**config.mk**
```make
export PLATFORM = sky130hd
export DESIGN_NAME = mailbox_fifo_arbiter
export DESIGN_NICKNAME = d
export VERILOG_FILES = /design/src/rtl/mailbox_fifo_pkg.sv /design/src/rtl/mailbox_fifo_arbiter.sv
export SDC_FILE = /design/constraint.sdc
export NUM_CORES = 1
export LEC_CHECK = 0
export ABC_AREA = 1
export BUFFER_PORTS_ARGS = -buffer_cell sky130_fd_sc_hd__buf_2
export CORE_MARGIN = 3
export CORE_UTILIZATION = 36
export CTS_CLUSTER_DIAMETER = 60
export CTS_CLUSTER_SIZE = 40
export DETAILED_ROUTE_END_ITERATION = 8
export HOLD_SLACK_MARGIN = 0.06
export PLACE_DENSITY = 0.6
export REMOVE_ABC_BUFFERS = 1
export SLEW_MARGIN = 20
export SYNTH_ARGS = -nofsm -noshare
export SYNTH_HDL_FRONTEND = slang
export SYNTH_SLANG_ARGS = --single-unit
```
**constraint.sdc**
```tcl
create_clock -name clk -period 2.6 [get_ports clk]
set_clock_uncertainty 0.2 [all_clocks]
set_input_delay 0.13 -clock clk [delete_from_list [all_inputs] [get_ports clk]]
set_output_delay 0.13 -clock clk [all_outputs]
set_load 0.02 [all_outputs]
```
**src/rtl/mailbox_fifo_pkg.sv**
```systemverilog
// Shared encodings for the mailbox arbiter: mailbox opcodes, handshake FSM
// states and the identity of the two requesting ports.
package mailbox_fifo_pkg;

  typedef enum logic [1:0] {
    OP_PEEK = 2'b00,
    OP_ENQ  = 2'b01,
    OP_DEQ  = 2'b10,
    OP_CLR  = 2'b11
  } op_t;

  typedef enum logic [1:0] {
    IDLE    = 2'b00,
    ISSUE   = 2'b01,
    CAPTURE = 2'b10
  } state_t;

  typedef enum logic {
    GRANT_SMB = 1'b0,
    GRANT_CPU = 1'b1
  } grant_t;

endpackage

```
**src/rtl/mailbox_fifo_arbiter.sv**
```systemverilog
// Serialises SMBus and CPU mailbox operations onto one FIFO through an
// IDLE/ISSUE/CAPTURE handshake, round-robin on contention.
module mailbox_fifo_arbiter
  import mailbox_fifo_pkg::*;
#(
  parameter int DATA_WIDTH = 8,
  parameter int DATA_DEPTH = 1023
) (
  input  logic                             clk,
  input  logic                             reset,
  input  logic                             s_req,
  input  logic [1:0]                       s_op,
  input  logic [DATA_WIDTH-1:0]            s_wdata,
  output logic                             s_ack,
  output logic [DATA_WIDTH-1:0]            s_rdata,
  output logic                             s_err,
  input  logic                             c_req,
  input  logic [1:0]                       c_op,
  input  logic [DATA_WIDTH-1:0]            c_wdata,
  output logic                             c_ack,
  output logic [DATA_WIDTH-1:0]            c_rdata,
  output logic                             c_err,
  output logic                             fifo_enqueue,
  output logic                             fifo_dequeue,
  output logic                             fifo_clear,
  output logic [DATA_WIDTH-1:0]            fifo_data_in,
  input  logic [DATA_WIDTH-1:0]            fifo_data_out,
  output logic [$clog2(DATA_DEPTH+1)-1:0]  count,
  output logic                             empty,
  output logic                             full
);
  localparam int CW = $clog2(DATA_DEPTH + 1);

  state_t                state;
  grant_t                last_grant, grant, pick;
  op_t                   op_q, pick_op;
  logic [DATA_WIDTH-1:0] pick_wdata, result;
  logic                  s_live, c_live, err_q;

  assign empty = (count == '0);
  assign full  = (count == CW'(DATA_DEPTH));

  // A port whose ack shows this cycle is still holding req for the old transaction.
  assign s_live = s_req & ~s_ack;
  assign c_live = c_req & ~c_ack;
  assign result = (op_q == OP_DEQ || op_q == OP_PEEK) ? fifo_data_out : '0;

  always_comb begin
    if (s_live && c_live) pick = (last_grant == GRANT_CPU) ? GRANT_SMB : GRANT_CPU;
    else if (s_live)      pick = GRANT_SMB;
    else                  pick = GRANT_CPU;
    pick_op    = (pick == GRANT_SMB) ? op_t'(s_op) : op_t'(c_op);
    pick_wdata = (pick == GRANT_SMB) ? s_wdata : c_wdata;
  end

  always_ff @(posedge clk or posedge reset) begin
    if (reset) begin
      state        <= IDLE;
      last_grant   <= GRANT_CPU;
      grant        <= GRANT_CPU;
      op_q         <= OP_PEEK;
      err_q        <= 1'b0;
      count        <= '0;
      fifo_enqueue <= 1'b0;
      fifo_dequeue <= 1'b0;
      fifo_clear   <= 1'b0;
      fifo_data_in <= '0;
      s_ack        <= 1'b0;
      s_rdata      <= '0;
      s_err        <= 1'b0;
      c_ack        <= 1'b0;
      c_rdata      <= '0;
      c_err        <= 1'b0;
    end else begin
      fifo_enqueue <= 1'b0;
      fifo_dequeue <= 1'b0;
      fifo_clear   <= 1'b0;
      s_ack        <= 1'b0;
      s_rdata      <= '0;
      s_err        <= 1'b0;
      c_ack        <= 1'b0;
      c_rdata      <= '0;
      c_err        <= 1'b0;
      case (state)
        IDLE: begin
          if (s_live || c_live) begin
            grant        <= pick;
            last_grant   <= pick;
            op_q         <= pick_op;
            fifo_data_in <= pick_wdata;
            fifo_enqueue <= (pick_op == OP_ENQ);
            fifo_dequeue <= (pick_op == OP_DEQ);
            fifo_clear   <= (pick_op == OP_CLR);
            state        <= ISSUE;
          end
        end
        ISSUE: begin
          // Full/empty are judged here, before this op moves the count.
          err_q <= (op_q == OP_ENQ && full) || (op_q == OP_DEQ && empty);
          case (op_q)
            OP_ENQ:  if (!full)  count <= count + CW'(1);
            OP_DEQ:  if (!empty) count <= count - CW'(1);
            OP_CLR:  count <= '0;
            default: ;
          endcase
          state <= CAPTURE;
        end
        CAPTURE: begin
          if (grant == GRANT_SMB) begin
            s_ack   <= 1'b1;
            s_rdata <= result;
            s_err   <= err_q;
          end else begin
            c_ack   <= 1'b1;
            c_rdata <= result;
            c_err   <= err_q;
          end
          state <= IDLE;
        end
        default: state <= IDLE;
      endcase
    end
  end

endmodule
```
# Word-level counts from Yosys, hierarchy flattened
# Index checks and enable logic that the tools add are counted.
[word_totals] register_bits=47 in_bits=32 out_inout_bits=43 wordCells=73
[op_classes] addsub=2 eq_ne=12 muxes=28 bitwise=4 reduce_logical=12
[op_table] operator="$mux 8" n=6
[op_table] operator="$pmux 10 s3" n=1
[op_table] operator="$mux 10" n=2
[op_table] operator="$mux 1" n=16
[op_table] operator="$add 10x1->10 const B" n=1
[op_table] operator="$eq 10x10->1 const B" n=1
[op_table] operator="$eq 2x2->1 const B" n=5
[op_table] operator="$logic_not 10->1" n=1
[op_table] operator="$sub 10x1->10 const B" n=1
[op_table] operator="$eq 2x1->1 const B" n=3
[op_table] operator="$ne 2x2->1 const B" n=3
[op_table] operator="$logic_not 2->1" n=2
[op_table] operator="$mux 2" n=2
[op_table] operator="$pmux 2 s2" n=1
[op_table] operator="$reduce_and 4->1" n=1
[op_table] operator="$logic_and 1x1->1" n=3
[op_table] operator="$logic_or 1x1->1" n=3
[op_table] operator="$reduce_bool 3->1" n=1
[op_table] operator="$and 1x1->1" n=2
[op_table] operator="$not 1->1" n=2
[op_table] operator="$reduce_and 2->1" n=1

# Logic depth before layout (Yosys ltp)
[depth] word_depth=8 depth_mapped=17

# Worst setup path before layout
# Ideal clock, no wire load.
[synth_path] kind="flip-flop to flip-flop" startpoint="register op_q[0]" endpoint="register count[8]" setup_time_ps=117 arrival_ps=1697 setup_slack_ps=586 stages_incl_launch_ff=18 n_path_buf=1 path_cell_list="dfrtp_1 -> inv_2 -> nand2_2 -> buf_6 -> nand2_1 -> nand2_1 -> inv_1 -> ha_1 -> inv_1 -> nand2_1 -> nand3_2 -> or2_1 -> nand2_2 -> nand2_1 -> nand2_1 -> nand2_1 -> nand3_1 -> nand2_1"
[synth_between] elab_chain_len=3
[synth_rtl] item="start: declaration" line="mailbox_fifo_arbiter.sv:36" text="op_t op_q, pick_op;"
[synth_rtl] item="start signal: assignment" line="mailbox_fifo_arbiter.sv:89" text="op_q <= pick_op;"
[synth_rtl] item="$eq 2x1->1 or $eq 2x2->1 (tied branches)" line="mailbox_fifo_arbiter.sv:100" text="case (op_q)"
[synth_rtl] item="$ne 2x2->1 (no source line) or $reduce_bool 3->1 (tied branches)"
[synth_rtl] item="$reduce_and 4->1 (no source line)"
[synth_rtl] item="end signal: assignment" line="mailbox_fifo_arbiter.sv:101" text="OP_ENQ: if (!full) count <= count + CW'(1);"
[synth_rtl] item="end signal: assignment" line="mailbox_fifo_arbiter.sv:102" text="OP_DEQ: if (!empty) count <= count - CW'(1);"
[synth_rtl] item="end: declaration" line="mailbox_fifo_arbiter.sv:28" text="output logic [$clog2(DATA_DEPTH+1)-1:0] count,"
# Several ways; a longest one is shown, not always the timed one.
# A chain may end at the register's enable or synchronous reset.

# Worst setup path after layout
[layout_path] startpoint="register c_ack" endpoint="register op_q[0]"
[layout_between] elab_chain_len=5
[layout_rtl] item="start: declaration" line="mailbox_fifo_arbiter.sv:20" text="output logic c_ack,"
[layout_rtl] item="start signal: assignment" line="mailbox_fifo_arbiter.sv:71" text="c_ack <= 1'b0;"
[layout_rtl] item="start signal: assignment" line="mailbox_fifo_arbiter.sv:81" text="c_ack <= 1'b0;"
[layout_rtl] item="start signal: assignment" line="mailbox_fifo_arbiter.sv:114" text="c_ack <= 1'b1;"
[layout_rtl] item="$not 1->1 (*)" line="mailbox_fifo_arbiter.sv:45" text="assign c_live = c_req & ~c_ack;"
[layout_rtl] item="$and 1x1->1 (*)" line="mailbox_fifo_arbiter.sv:45"
[layout_rtl] item="$logic_and 1x1->1" line="mailbox_fifo_arbiter.sv:49" text="if (s_live && c_live) pick = (last_grant == GRANT_CPU) ? GRANT_SMB : GRANT_CPU;"
[layout_rtl] item="$mux 1" line="mailbox_fifo_arbiter.sv:49"
[layout_rtl] item="$mux 2" line="mailbox_fifo_arbiter.sv:52" text="pick_op = (pick == GRANT_SMB) ? op_t'(s_op) : op_t'(c_op);"
# Mark *: on every way between the ends. The rest lies on a longest branch, timed or not.

==> tab_implementation.tex <==
\begin{tabular}{lr}
\hline
Metric & Value \\
\hline
\multicolumn{2}{l}{\textbf{Floorplan}} \\
\quad Placement Rows & 28 \\
\quad Die H & 86.4 um \\
\quad Initial cell density of the core & 38.2\% \\
\quad Die Area & 7460 um2 \\
\quad Total core area & 6100 um2 \\
\quad Die X-Extent & 86.4 um \\
\quad Number of I/O pins & 75 \\
\multicolumn{2}{l}{\textbf{Synthesis}} \\
\quad Post-synthesis average cell area & 7.88 um2 \\
\quad Commonest cells in the netlist & sky130\_fd\_sc\_hd\_\_nand2\_1 (75), sky130\_fd\_sc\_hd\_\_nor2\_1 (48), sky130\_fd\_sc\_hd\_\_dfrtp\_1 (46), sky130\_fd\_sc\_hd\_\_inv\_1 (30), sky130\_fd\_sc\_hd\_\_a21oi\_1 (22) \\
\quad Sequential fraction of the synthesis area & 50.6\% \\
\quad Area share of the leading cell type in the synthesized netlist & 49.5\% \\
\quad Number of enable flip-flop cells after synthesis & 0 \\
\quad Area contributors post-synth & sky130\_fd\_sc\_hd\_\_dfrtp\_1 (49\%), sky130\_fd\_sc\_hd\_\_nand2\_1 (12\%), sky130\_fd\_sc\_hd\_\_nor2\_1 (7.7\%) \\
\quad Synth warn & 0 \\
\quad Distinct cell type count of the synthesized netlist & 31 \\
\quad Post-Synthesis Cell Area & 2330 um2 \\
\quad Cell taking the most area after synthesis & sky130\_fd\_sc\_hd\_\_dfrtp\_1 \\
\quad Asr flop ratio synth & 100\% \\
\quad Gate Count Post-Synth & 295 \\
\quad Most common cell in the netlist & sky130\_fd\_sc\_hd\_\_nand2\_1 \\
\quad Primary FF master, synth & sky130\_fd\_sc\_hd\_\_dfrtp\_1 \\
\quad Count of state elements after synthesis & 47 \\
\multicolumn{2}{l}{\textbf{STA}} \\
\quad Final worst path period need & 2.28 ns \\
\quad Final sum of negative setup slack & 0 ns \\
\quad Transition time at the pin with the least slew margin & 0.589 ns \\
\quad Share of the clock period used by the worst path & 87.7\% \\
\quad RSZ-0062 raised after global routing & no \\
\quad Achievable clock frequency & 438 MHz \\
\quad Worst slew margin relative to its limit & 60.7\% \\
\quad Final max-slew violation count & 0 \\
\quad Count of endpoints failing setup in the final report & 0 \\
\quad Final Hold Vio Count & 0 \\
\multicolumn{2}{l}{\textbf{GRT}} \\
\quad Remaining Overflow, GRT & 0 \\
\quad Largest net degree at the start of global routing & 28 \\
\quad Total GRT Usage & 17.2\% \\
\quad Initial antenna violation count & 0 \\
\quad Via count of the first global-routing pass & 2171 \\
\quad First-pass GRT wire length & 10100 um \\
\multicolumn{2}{l}{\textbf{Layout}} \\
\quad Diode insertion count for antenna repair & 0 \\
\quad Fraction of layout cells with a size suffix above 1 & 26.4\% \\
\quad Area growth, synth to finish & 36.7\% \\
\quad Fillers & 617 \\
\quad NumNets Final & 438 \\
\multicolumn{2}{l}{\textbf{Clocking}} \\
\quad Buffers inserted during post-CTS setup optimization & 0 \\
\quad Largest buffer count on any clock path & 2 \\
\quad Later-pin clock latency in the skew report & 0.30 ns \\
\quad CTS tree & done \\
\quad Number of buffers created by CTS & 5 \\
\quad Number of hold-repair buffers added at the cts stage & 29 \\
\quad Post-cts repair resize count & 0 \\
\quad Clock Sink Count & 47 \\
\quad Maximum level of the CTS H-tree & 2 \\
\quad Reg clk slew, reported paths & 0.09 ns \\
\quad Clock root cell & sky130\_fd\_sc\_hd\_\_clkbuf\_8 \\
\multicolumn{2}{l}{\textbf{Setup path}} \\
\quad Setup Crit Path Kind & flop to flop \\
\quad Crit end category & flop \\
\quad Element type at the critical path start & flop \\
\quad Data arrival at the endpoint of the critical path & 2.25 ns \\
\quad Max FO, Critical Path & 11 \\
\quad CP required & 2.57 ns \\
\multicolumn{2}{l}{\textbf{Worst hold path}} \\
\quad Worst min-delay path category & primary input to flop \\
\multicolumn{2}{l}{\textbf{Drt}} \\
\quad First DRT Iteration DRCs & 71 \\
\quad Wirelength per Cell & 12.2 um \\
\quad Routed via count & 2242 \\
\quad Via/cell ratio & 4.67 \\
\quad \# DRC & 0 \\
\quad Final WL & 5880 um \\
\quad First-pass iteration count of the detailed router & 5 \\
\quad Detail Route Antenna Nets & 0 \\
\multicolumn{2}{l}{\textbf{Power}} \\
\quad Switch Pwr & 1.58 mW \\
\quad Part of the power in the clock network & 13.7\% \\
\quad Total power consumption of the routed design & 3.42 mW \\
\quad Power per Cell Area & 1080 nW/um2 \\
\quad Share of total power in combinational logic & 53.0\% \\
\quad Seq pwr share & 33.3\% \\
\quad Total leakage power & 1.74 nW \\
\quad Highest ir drop seen on vdd & 0.000662 V \\
\quad Cell Int Power & 1.84 mW \\
\quad Proportion of total power due to net switching & 46.1\% \\
\multicolumn{2}{l}{\textbf{Placed design}} \\
\quad Number of port buffers & 74 \\
\quad Placed wire-length estimate & 4220 um \\
\quad Final weighted congestion in routability-driven placement & 0.894 \\
\multicolumn{2}{l}{\textbf{Job}} \\
\quad \# Max-Cap Violations & 0 \\
\multicolumn{2}{l}{\textbf{Status}} \\
\quad Run status & completed \\
\hline
\end{tabular}
-- per-stage QoR --
| stage | cells | instance area (um2) | setup WS, ns | hold slack, ns | utilization, % |
|---|---|---|---|---|---|
| 4_1_cts | 480 | 3180 | 0.299 | 0.250 | 52.2 |
| 3_3_place_gp | 443 | 2790 | 0.540 | 0.0323 | 45.8 |
| 2_1_floorplan | 289 | 2290 | 0.507 | 0.0722 | - |
| 3_5_place_dp | 443 | 2790 | 0.440 | 0.0375 | 45.8 |
| 6_report | 480 | 3180 | 0.319 | 0.247 | 52.2 |
| 5_1_grt | 480 | 3180 | 0.119 | 0.305 | 52.2 |
-- worst max-delay path, stage by stage, from the launching register on --
cell,delay [ns]
sky130_fd_sc_hd__dfrtp_1,0.40
sky130_fd_sc_hd__inv_1,0.07
sky130_fd_sc_hd__nand3_1,0.07
sky130_fd_sc_hd__nand2_1,0.08
sky130_fd_sc_hd__inv_1,0.15
sky130_fd_sc_hd__or2_2,0.31
sky130_fd_sc_hd__o21ai_0,0.07
sky130_fd_sc_hd__dlygate4sd3_1,0.58
sky130_fd_sc_hd__inv_1,0.05
sky130_fd_sc_hd__nand2_1,0.07
sky130_fd_sc_hd__o21ai_0,0.09
-- placed cells by master (no fill, tap or decap), types with 6 or more instances in the layout --
cell type / n
sky130_fd_sc_hd__buf_2: 74
sky130_fd_sc_hd__nand3_1: 17
sky130_fd_sc_hd__nor2_1: 48
sky130_fd_sc_hd__nand2_1: 75
sky130_fd_sc_hd__clkbuf_8: 6
sky130_fd_sc_hd__a21oi_1: 22
sky130_fd_sc_hd__o21ai_0: 15
sky130_fd_sc_hd__inv_1: 29
sky130_fd_sc_hd__dfrtp_1: 46
sky130_fd_sc_hd__dlygate4sd3_1: 29
-- flip-flops by register name, summed over array words and instances, names as in the netlist, 2 cells and up --
signal / count
op_q: 2
fifo_data_in: 8
s_rdata: 8
c_rdata: 8
count: 10
state: 2
-- layout make-up --
| class | instances | area, um2 | share of cell area, % |
|---|---|---|---|
| Clock buffer | 6 | 82.6 | 2.60 |
| Clock inverter | 2 | 16.3 | 0.512 |
| Inverter | 36 | 135 | 4.25 |
| Multi-Input combinational cell | 206 | 976 | 30.7 |
| Sequential cell | 47 | 1180 | 37.0 |
| Tap cell | 75 | 93.8 | 2.95 |
| Timing Repair Buffer | 108 | 698 | 22.0 |
-- routing by layer --
layer	global-route usage, %	vias up	wire length, um
li1	-	1145	-
met1	20.5	1018	2520
met2	29.6	70	2850
met3	5.80	9	428
met4	4.53	0	83
met5	0	-	0
-- worst paths after layout --
| path | startpoint | to | slack (ns) | cells after the start |
|---|---|---|---|---|
| min | c_req | grant | 0.25 | 6 |
| min reg2reg | state[1] | state[1] | 0.29 | 1 |
| min in group asynchronous | reset | fifo_data_in[0] | 0.26 | 3 |
| max | c_ack | op_q[0] | 0.32 | 10 |
| max reg2reg | c_ack | op_q[0] | 0.32 | 10 |
| max in group asynchronous | reset | count[0] | 1.34 | 4 |
-- logic make-up after synthesis --
logic type      after synthesis  synth area share, %
simple gates                159                 29.6
fa+ha+maj                     2                 1.08
flops                        47                 50.6
buf+inv                      42                 7.42
xor+xnor                      5                 2.21
compound gates               40                 9.04
-- power by group through the flow --
stage	logic (mW)	clock network, mW	registers, mW
CTS	1.81	0.483	1.14
finish	1.81	0.470	1.14
global route	2.04	0.512	1.17
detailed placement	1.65	0	1.15
floorplan	0.969	0	1.33
global placement	1.63	0	1.15
(Power assumes the default switching activity.)
